<file path="src/rtl/psum_requant_acc.sv">
`timescale 1ns/1ps
`default_nettype none
// ============================================================================
//  Module   : psum_requant_acc
//  Purpose  : Accumulates per-channel psums on a bias, then requantizes to
//             int8 (round-half-up shift, optional ReLU, saturation).
//  Revision : 1.0
// ============================================================================
module psum_requant_acc #(
    parameter int PSUM_W = 32,
    parameter int ACC_W  = 32,
    parameter int OUT_W  = 8,
    parameter int CNT_W  = 10
) (
    input  logic                     clk,
    input  logic                     rst,
    input  logic                     cfg_start,
    input  logic [CNT_W-1:0]         cfg_num_ch,
    input  logic [CNT_W-1:0]         cfg_num_px,
    input  logic [4:0]               cfg_shift,
    input  logic                     cfg_relu,
    input  logic signed [ACC_W-1:0]  cfg_bias,
    input  logic                     in_valid,
    output logic                     in_ready,
    input  logic signed [PSUM_W-1:0] psum_in,
    output logic                     out_valid,
    input  logic                     out_ready,
    output logic signed [OUT_W-1:0]  out_data,
    output logic                     busy,
    output logic                     done
);

    typedef enum logic [1:0] {
        S_IDLE = 2'd0,
        S_ACC  = 2'd1,
        S_POST = 2'd2,
        S_OUT  = 2'd3
    } state_t;

    localparam logic signed [ACC_W:0] c_out_max =
        {{(ACC_W-OUT_W+2){1'b0}}, {(OUT_W-1){1'b1}}};
    localparam logic signed [ACC_W:0] c_out_min = ~c_out_max;
    localparam logic [CNT_W-1:0]      c_cnt_one = {{(CNT_W-1){1'b0}}, 1'b1};

    state_t                   r_state;
    logic [CNT_W-1:0]         r_num_ch;
    logic [CNT_W-1:0]         r_num_px;
    logic [CNT_W-1:0]         r_ch_cnt;
    logic [CNT_W-1:0]         r_px_cnt;
    logic [4:0]               r_shift;
    logic                     r_relu;
    logic signed [ACC_W-1:0]  r_bias;
    logic signed [ACC_W-1:0]  r_acc;
    logic                     r_in_ready;
    logic                     r_out_valid;
    logic                     r_busy;
    logic                     r_done;
    logic signed [OUT_W-1:0]  r_out_data;

    logic signed [ACC_W-1:0]  w_psum_ext;
    logic signed [ACC_W:0]    w_rnd;
    logic signed [ACC_W:0]    w_sum;
    logic signed [ACC_W:0]    w_shifted;
    logic signed [OUT_W-1:0]  w_quant;
    logic                     w_accept;
    logic                     w_last_ch;
    logic                     w_last_px;

    assign w_psum_ext = ACC_W'(psum_in);
    assign w_accept   = in_valid & r_in_ready;
    assign w_last_ch  = (r_ch_cnt == r_num_ch - c_cnt_one);
    assign w_last_px  = (r_px_cnt == r_num_px - c_cnt_one);

    // One extra bit of headroom keeps the rounding offset from wrapping.
    always_comb begin
        w_rnd = '0;
        if (r_shift != 5'd0) begin
            w_rnd = {{ACC_W{1'b0}}, 1'b1} << (r_shift - 5'd1);
        end
        w_sum     = {r_acc[ACC_W-1], r_acc} + w_rnd;
        w_shifted = w_sum >>> r_shift;
        if (r_relu && (w_shifted < 0)) begin
            w_quant = '0;
        end else if (w_shifted > c_out_max) begin
            w_quant = c_out_max[OUT_W-1:0];
        end else if (w_shifted < c_out_min) begin
            w_quant = c_out_min[OUT_W-1:0];
        end else begin
            w_quant = w_shifted[OUT_W-1:0];
        end
    end

    always_ff @(posedge clk) begin
        if (rst) begin
            r_state     <= S_IDLE;
            r_num_ch    <= c_cnt_one;
            r_num_px    <= c_cnt_one;
            r_ch_cnt    <= '0;
            r_px_cnt    <= '0;
            r_shift     <= '0;
            r_relu      <= 1'b0;
            r_bias      <= '0;
            r_acc       <= '0;
            r_in_ready  <= 1'b0;
            r_out_valid <= 1'b0;
            r_busy      <= 1'b0;
            r_done      <= 1'b0;
            r_out_data  <= '0;
        end else begin
            r_done <= 1'b0;
            case (r_state)
                S_IDLE: begin
                    if (cfg_start) begin
                        r_num_ch   <= (cfg_num_ch == '0) ? c_cnt_one : cfg_num_ch;
                        r_num_px   <= (cfg_num_px == '0) ? c_cnt_one : cfg_num_px;
                        r_shift    <= cfg_shift;
                        r_relu     <= cfg_relu;
                        r_bias     <= cfg_bias;
                        r_acc      <= cfg_bias;
                        r_ch_cnt   <= '0;
                        r_px_cnt   <= '0;
                        r_in_ready <= 1'b1;
                        r_busy     <= 1'b1;
                        r_state    <= S_ACC;
                    end
                end
                S_ACC: begin
                    if (w_accept) begin
                        r_acc <= r_acc + w_psum_ext;
                        if (w_last_ch) begin
                            r_ch_cnt   <= '0;
                            r_in_ready <= 1'b0;
                            r_state    <= S_POST;
                        end else begin
                            r_ch_cnt <= r_ch_cnt + c_cnt_one;
                        end
                    end
                end
                S_POST: begin
                    r_out_data  <= w_quant;
                    r_out_valid <= 1'b1;
                    r_state     <= S_OUT;
                end
                S_OUT: begin
                    if (out_ready) begin
                        r_out_valid <= 1'b0;
                        if (w_last_px) begin
                            r_px_cnt <= '0;
                            r_done   <= 1'b1;
                            r_busy   <= 1'b0;
                            r_state  <= S_IDLE;
                        end else begin
                            r_px_cnt   <= r_px_cnt + c_cnt_one;
                            r_acc      <= r_bias;
                            r_in_ready <= 1'b1;
                            r_state    <= S_ACC;
                        end
                    end
                end
                default: r_state <= S_IDLE;
            endcase
        end
    end

    assign in_ready  = r_in_ready;
    assign out_valid = r_out_valid;
    assign out_data  = r_out_data;
    assign busy      = r_busy;
    assign done      = r_done;

endmodule
`default_nettype wire

</file>
<file path="config.mk">
export PLATFORM = sky130hd
export DESIGN_NAME = psum_requant_acc
export DESIGN_NICKNAME = d
export VERILOG_FILES = /design/src/rtl/psum_requant_acc.sv
export SDC_FILE = /design/constraint.sdc
export NUM_CORES = 1
export LEC_CHECK = 0
export ABC_AREA = 1
export BUFFER_PORTS_ARGS = -buffer_cell sky130_fd_sc_hd__buf_2
export CAP_MARGIN = 10
export CORE_MARGIN = 2
export CORE_UTILIZATION = 32
export DETAILED_ROUTE_END_ITERATION = 12
export PLACE_DENSITY = 0.47
export SYNTH_ARGS = -nofsm -noshare
export SYNTH_HDL_FRONTEND = slang
export SYNTH_SLANG_ARGS = --single-unit
</file>
<file path="constraint.sdc">
create_clock -name clk -period 4.3 [get_ports clk]
set_input_delay 0.86 -clock clk [delete_from_list [all_inputs] [get_ports clk]]
set_output_delay 0.86 -clock clk [all_outputs]
set_load 0.03 [all_outputs]
</file>
## Word level (Yosys, flattened, before mapping)

Cells that the tools add are included.

- Register bits: 124
- Output and inout bits: 12
- Word-level logic and storage cells: 94
- Bits of input ports: 95

- $add $sub $neg: 7
- Reduce and logical (&&, ||, !) cells: 18
- Equality and inequality tests: 11
- Bitwise logic cells: 3
- Muxes and demuxes: 36
- Order comparisons: 3
- Shift operators: 2

Operators by type and width:

| cell | number |
|---|---|
| $mux 32 | 4 |
| $pmux 32 s3 | 1 |
| $mux 10 | 7 |
| $pmux 10 s2 | 2 |
| $add 33x33->33 | 1 |
| $gt 33x8->1 const B | 1 |
| $lt 33x1->1 const B | 1 |
| $lt 33x8->1 const B | 1 |
| $mux 33 | 1 |
| $shl 1x5->33 const A | 1 |
| $sshr 33x5->33 | 1 |
| $add 32x32->32 | 1 |
| $mux 8 | 3 |
| $add 10x1->10 const B | 2 |
| $eq 10x10->1 | 2 |
| $logic_not 10->1 | 2 |
| $sub 10x1->10 const B | 2 |
| $ne 2x2->1 const B | 6 |
| $mux 1 | 10 |
| $mux 2 | 4 |
| $pmux 2 s4 | 1 |
| $reduce_and 4->1 | 2 |
| $reduce_and 3->1 | 2 |
| $reduce_and 6->1 | 1 |
| other kinds (15) | 21 |

## Depth between registers and ports, before layout

Gate-level depths: netlist of run 1.

- Word-level depth: 9
- Gate-level depth with buffers: 41
- Mapped depth without buffers: 40

## Worst setup path before layout of run 1

Ideal clock, no wire load.

- Path type: register to register
- From: register r_shift[3]
- To: register r_out_data[2] (netlist: out_data[2])
- Clock period less this slack: 4.159 ns
- Arrival: 4.023 ns
- Library setup time: 0.136 ns
- Required time: 4.164 ns
- Stages on the path, launching flop included: 40
- Buffers on the path: 3
- Path slack: 0.141 ns
- Cell sequence: dfxtp_1 > buf_2 > inv_1 > buf_2 > clkbuf_1 > nand2_1 > nand2_1 > nand2_1 > inv_1 > nand2_1 > inv_1 > ha_1 > inv_1 > fa_1 > inv_1 > nand3_1 > nand2_2 > nand2_1 > [4 not listed] > nand2_1 > nand2_1 > nand3_1 > nand3_2 > nand3_2 > nand3_1 > nand2_1 > nand2_1 > nand2_1 > nand2_1 > nor2_1 > nand2_1 > nor2_1 > nand2_1 > nand3_2 > nand2_1 > nand2_1 > a21oi_2

- Longest elaborated chain between the ends: 9
- Elaborated cells on any way between the ends: 13
- Classes of those cells: add/sub (2); order compare (3); shift (2); mux (4); reduce/logical (2)

RTL lines:

| element | line | source |
|---|---|---|
| start: declaration | 50 | `logic [4:0] r_shift;` |
| start signal: assignment | 116 | `r_shift <= cfg_shift;` |
| $sub 5x1->5 | 78 | `w_rnd = {{ACC_W{1'b0}}, 1'b1} << (r_shift - 5'd1);` |
| $shl 1x5->33 | 78 |  |
| $mux 33 | 77 | `if (r_shift != 5'd0) begin` |
| $add 33x33->33 | 80 | `w_sum = {r_acc[ACC_W-1], r_acc} + w_rnd;` |
| $sshr 33x5->33 (*) | 81 | `w_shifted = w_sum >>> r_shift;` |
| $lt 33x8->1 | 86 | `end else if (w_shifted < c_out_min) begin` |
| $mux 8 | 86 |  |
| $mux 8 | 84 | `end else if (w_shifted > c_out_max) begin` |
| $mux 8 (*) | 82 | `if (r_relu && (w_shifted < 0)) begin` |
| end signal: assignment | 140 | `r_out_data <= w_quant;` |
| end: declaration | 58 | `logic signed [OUT_W-1:0] r_out_data;` |

Every way passes the cells marked *; elsewhere a longest branch is shown, timed or not.
A chain may end at the register's enable or synchronous reset.

## Worst setup path in the final report of run 1

- From: register r_shift[1]
- To: register r_out_data[0] (netlist: out_data[0])

The elaborated chain is that of the path after synthesis.

==> results of run 1 <==
==> worst max-delay path, delay by kind of cell, from the launching register on <==
kind | cells | cell delay [ns]
and+or+nand+nor | 21 | 2.32
buffers and inverters | 7 | 0.68
DFF | 1 | 0.35
AOI/OAI and AO/OA | 2 | 0.29
adders and majority gates | 1 | 0.24
==> cell usage in the layout (no fill, tap or decap), types with 9 or more instances in the layout <==
master     count
clkbuf_16     17
nor2_1       213
o211ai_1       9
a22oi_1       23
nand3_1      199
nor3_1        15
a21oi_1      100
nor2_2        32
inv_1        222
xnor2_1       17
buf_4        126
a31oi_1       26
inv_2         16
nand2_4       12
dfxtp_1      122
o21ai_0      108
nor4_1         9
ha_1          61
a21oi_2       13
buf_2        106
or2_2         15
nand3_4       39
nand3_2      107
nand2_1      515
nand2_2       70
xor2_1        40
==> sequential cells by signal (all words and copies together), names as in the netlist <==
register   cells
busy           1
done           1
in_ready       1
out_data       8
out_valid      1
r_acc         32
r_bias        32
r_ch_cnt      10
r_num_ch      10
r_num_px      10
r_px_cnt      10
r_relu         1
r_shift        5
r_state        2
==> final cells by class <==
cell class | count | area share [%]
Clock buffer | 21 | 2.860
Clock inverter | 11 | 0.9509
Inverter | 245 | 5.622
Multi-Input combinational cell | 1710 | 62.40
Sequential cell | 124 | 15.11
Tap cell | 518 | 3.941
Timing Repair Buffer | 234 | 9.114
==> cells by family after synthesis <==
| group | count (synthesis) |
|---|---|
| AND/OR/NAND/NOR | 1257 |
| flip-flops | 124 |
| adder cells (fa/ha/maj) | 74 |
| XOR/XNOR | 58 |
| other | 1 |
| AO/OA/AOI/OAI | 320 |
| buffers and inverters | 329 |
==> how the worst max path moves through the flow <==
stage	from	endpoint	slack (ns)	cells past startpoint
2_1_floorplan	r_shift[3]	out_data[2]	0.14	39
3_3_place_gp	r_shift[0]	out_data[5]	0.07	36
3_5_place_dp	r_shift[0]	out_data[5]	-0.02	36
4_1_cts	r_shift[0]	out_data[0]	0.03	38
5_1_grt	r_shift[1]	out_data[3]	-0.07	38
6_report	r_shift[1]	out_data[0]	0.26	31
==> metrics by stage <==
stage | setup TNS, ns | worst slack (ns) | instances
2_1_floorplan | 0 | 0.1406 | 2163
3_3_place_gp | 0 | 0.06800 | 2823
3_5_place_dp | -0.04868 | -0.01846 | 2823
4_1_cts | 0 | 0.02844 | 2855
5_1_grt | -0.3837 | -0.07373 | 2863
6_report | 0 | 0.2576 | 2863
==> metal layers <==
layer	vias to the layer above	wire, um	track usage [%]
li1	7466	-	-
met1	6639	22770	31.20
met2	296	21120	36.41
met3	40	1731	2.295
met4	4	609	4.588
met5	-	27	0
==> repair_timing <==
item                                    CTS  global route
endpoints found under the setup margin    7             7
gates resized for setup                   2           300
setup buffers                             0             8
pin swaps                                 0            77
gates cloned                              0             0
==> power breakdown <==
part | internal (uW) | switching, uW
registers | 1460 | 280
logic | 2410 | 4190
clock network | 964 | 582
total | 4830 | 5060
==> metrics.csv, run 1 <==
metric,value,unit
synth_mux_area_share,0,%
port_buffers,106,
drc,0,
wl_per_cell,16.16,um
syn_avg_cell_area,5.857,um^2
r2r_start,r_shift[1],
synthTopCellsByArea,"dfxtp_1 20%, nand2_1 17%, nand3_1 13%, ha_1 7.1%, nor2_1 7.1%",
nNetsFinal,2501,
multi_input_area,10260,um^2
overflow,0,
cts.sinks,124,
synth_top_area_share,19.59,%
cts_buffers,17,
cts_tree,yes,
ctsHoldBuffers,0,
grt_max_degree,69,
setup_violations,0,
dieArea,41200,um^2
initial_utilization,32.63,%
min_from,r_bias[1],
synthDistinctLibCells,56,
ys_seq_elements,124,
post_dp_cell_area,14410,um^2
rsz0062_at_grt,true,
holdPathStages,2,
max-vdd-ir-drop,314.0,uV
first_global_vias,13680,
drt_wl_total,46260,um
yosysMostFrequentCell,nand2_1,
cp-start-kind,flip-flop,
drv_cap,0,
netlist_area,12670,um^2
clkLatencyLatePin,0.43,ns
synth-xor-area-share,4.009,%
min_path_type,flip-flop to flip-flop,
min_to,r_bias[1],
ys_warn_count,0,
min_period,4.042,ns
crit_path_end_kind,flip-flop,
core-area,38830,um^2
cp.arrival,4.33,ns
cts-htree-levels,4,
slew-limit-headroom,33.16,%
synthArstFlopShare,0,%
final_util,42.36,%
outcome,"finished, final reports clean",
clock_skew,0.01200,ns
ant_nets,0,
hold_viol,0,
syn2layout_area_growth,29.81,%
p_leak,0.008008,uW
ios,107,
synth_nets,2332,
worstPathRequired,4.59,ns
reg2reg_to,out_data[0],
slew_viol_final,0,
critical_path.slowest_cell,dfxtp_2,
synthSimpleGateAreaFrac,44.23,%
synth_top_family_by_area,simple AND/OR/NAND/NOR gates,
synth_edf_count,0,
cts_buffer_depth,2,
p_per_area,601.3,nW/um^2
first_pass_iters,5,
die_x,203.0,um
dp_hpwl,36400,um
dieHeight,203.0,um
rrSetupSlack,0.26,ns
critPathMaxFanout,7,
gp_congestion,0.9323,
drive_gt1_share,25.97,%
grtUsageTotal,22.12,%
antenna_found_initial,2,
crit_type,flip-flop to flip-flop,
antenna_cells,0,
p_total,9890,uW
min_period_over_period,94.01,%
synth_fa_ha_area_share,7.426,%
synth_common_cells,"576 x nand2_1, 317 x nand3_1, 239 x nor2_1",
via_per_inst,5.045,
synth_flop_cell,dfxtp_1,
register_area,2485,um^2
slowest_delay,0.35,ns
cp_common_cell,nand2_1,
clk_pin_slew,0.06,ns
syn_inst,2163,
num_rows,72,
num_vias,14450,
synth_compound_area_share,14.64,%
clockRootBuffer,clkbuf_16,
worst_slew_pin_slew,1.003,ns
reg2regPathDepth,31,
yosys.area.top_type,dfxtp_1,
grt_pass1_wl,72740,um
ys_seq_area_share,19.59,%
hold_ws,0.4511,ns
clock.fmax,247.4,MHz
nFillCells,4203,
drtIter0Drc,847,
stdcell_area,16450,um^2
Note: power is estimated with default switching activity, not from simulation.
==> run 2, diff against run 1 <==
- BUFFER_PORTS_ARGS: -buffer_cell sky130_fd_sc_hd__buf_2 -> -buffer_cell sky130_fd_sc_hd__buf_4
==> metrics.csv, run 2 (synthesized netlist as in run 1, its figures left out) <==
metric,value,unit,change
wl_met3,1805,um,was 1731 um
critical_path.slowest_cell,dfxtp_2,,unchanged
first_pass_iters,6,,was 5
seqPwrFrac,17.7,%,was 17.6%
clkLatencyLatePin,0.43,ns,about the same
min_period_over_period,95.02,%,was 94.01%
multi_input_area,10260,um^2,about the same
hold_viol,0,,unchanged
wl_per_cell,16.28,um,was 16.16 um
antenna_cells,0,,unchanged
cp-start-kind,flip-flop,,unchanged
cts_tree,yes,,unchanged
clock.fmax,244.7,MHz,was 247.4 MHz
num_rows,72,,unchanged
cp_common_cell,nand2_1,,unchanged
drtIter0Drc,961,,was 847
max-vdd-ir-drop,283.5,uV,was 314.0 uV
cts-htree-levels,4,,unchanged
syn2layout_area_growth,30.79,%,was 29.81%
crit_path_end_kind,flip-flop,,unchanged
route.met2.wl,21020,um,was 21120 um
clockRootBuffer,clkbuf_16,,unchanged
worst_slew_pin_slew,0.9905,ns,was 1.003 ns
die_x,203.0,um,unchanged
worstPathRequired,4.60,ns,was 4.59 ns
grt_max_degree,69,,unchanged
via_per_inst,5.088,,was 5.045
num_vias,14490,,was 14450
power_frac_comb,67.2,%,was 66.7%
slew-limit-headroom,33.97,%,was 33.16%
final_cell_mix,"514 x nand2_1, 224 x inv_1, 218 x nor2_1, 216 x buf_4, 201 x nand3_1",,"was 515 x nand2_1, 222 x inv_1, 213 x nor2_1, 199 x nand3_1, 126 x buf_4"
p_total,9888,uW,was 9890 uW
grtUsageTotal,22.07,%,was 22.12%
gp_congestion,0.9326,,was 0.9323
core-area,38830,um^2,unchanged
ctsHoldBuffers,0,,unchanged
p_switching,5037,uW,was 5056 uW
cts_buffers,17,,unchanged
power_frac_clock,15.1,%,was 15.6%
rsz0062_at_grt,true,,unchanged
dieHeight,203.0,um,unchanged
grt_pass1_wl,72280,um,was 72740 um
crit_type,flip-flop to flip-flop,,unchanged
register_area,2485,um^2,unchanged
drt_wl_total,46350,um,was 46260 um
dp_hpwl,36390,um,was 36400 um
hold_ws,0.4558,ns,was 0.4511 ns
clock_skew,0.01712,ns,was 0.01200 ns
slowest_delay,0.34,ns,was 0.35 ns
cts.sinks,124,,unchanged
drc,0,,unchanged
first_global_vias,13570,,was 13680
min_period,4.086,ns,was 4.042 ns
initial_utilization,32.63,%,unchanged
swShare,50.94,%,was 51.13%
critPathMaxFanout,7,,unchanged
port_buffers,106,,unchanged
nNetsFinal,2485,,was 2501
tns,0,ns,unchanged
p_int,4850,uW,was 4833 uW
place_inst,2803,,was 2823
dieArea,41200,um^2,unchanged
instances_no_fill,2847,,was 2863
cp.arrival,4.38,ns,was 4.33 ns
min_path_type,flip-flop to flip-flop,,unchanged
layout_commonest_cell,nand2_1,,unchanged
reg_top3,"r_acc (32), r_bias (32)",,unchanged
m1WireLength,22760,um,was 22770 um
highest_layer,met4,,was met5
final_util,42.68,%,was 42.36%
p_leak,0.008000,uW,was 0.008008 uW
slew_viol_final,0,,unchanged
setup_violations,0,,unchanged
outcome,"finished, final reports clean",,unchanged
nFillCells,4200,,was 4203
p_per_area,596.7,nW/um^2,was 601.3 nW/um^2
clk_pin_slew,0.06,ns,about the same
cts_buffer_depth,2,,unchanged
drv_cap,0,,unchanged
drive_gt1_share,24.99,%,was 25.97%
antenna_found_initial,0,,was 2
ios,107,,unchanged
overflow,0,,unchanged
ant_nets,0,,unchanged
[run 2: changes by cell type in the layout (fill, tap and decap cells not counted), sizes merged]
cell	change
inv	-1
clkbuf	+2
clkinvlp	-1
buf	-16
[run 2: worst paths after layout]
path                   start           to  slack (ns)  cells past startpoint
setup / recovery  r_shift[1]  out_data[5]        0.21                     31
hold / removal     r_bias[1]    r_bias[1]        0.46                      2
setup reg to reg  r_shift[1]  out_data[5]        0.21                     31
hold reg to reg    r_bias[1]    r_bias[1]        0.46                      2
[run 2: stage by stage]
stage,cell area [um^2],setup slack [ns]
final,16570,0.2142
after global routing,16570,-0.1178
after CTS,15130,0.01939
after detailed placement,14520,-0.04646
after global placement,14520,0.07293
after floorplan,12670,0.1406
[run 2: final cells by class]
| type | instances | area share (%) |
|---|---|---|
| multi-input cells | 1710 | 61.94 |
| flip-flops and latches | 124 | 15.00 |
| repair buffers | 218 | 9.921 |
| inverters | 245 | 5.580 |
| well taps | 518 | 3.911 |
| clock buffers | 23 | 2.824 |
| clock inverters | 9 | 0.8230 |
[run 2: what timing repair did]
item,CTS,global route
pin swaps,0,68
endpoints found under the setup margin,7,7
resized for setup,2,293
setup buffers,0,12
[run 2: per-layer routing]
metal | up-vias | global-route usage [%]
li1 | 7428 | -
met1 | 6671 | 31.17
met2 | 341 | 35.91
met3 | 45 | 2.183
met4 | 0 | 5.474
met5 | - | 0
[run 2: critical path: cells and delay by family (launching register included)]
family | cells | cell delay, ns
compound gates | 1 | 0.05
flops | 1 | 0.34
simple gates | 24 | 2.75
fa+ha+maj | 1 | 0.18
buf+inv | 5 | 0.63
[run 2: power groups by stage]
stage	Sequential [uW]	Clock [uW]	Combinational [uW]
floorplan	1720	0	3950
global placement	1750	0	5820
detailed placement	1750	0	5800
CTS	1730	1530	5830
global route	1790	1580	7370
finish	1750	1490	6650
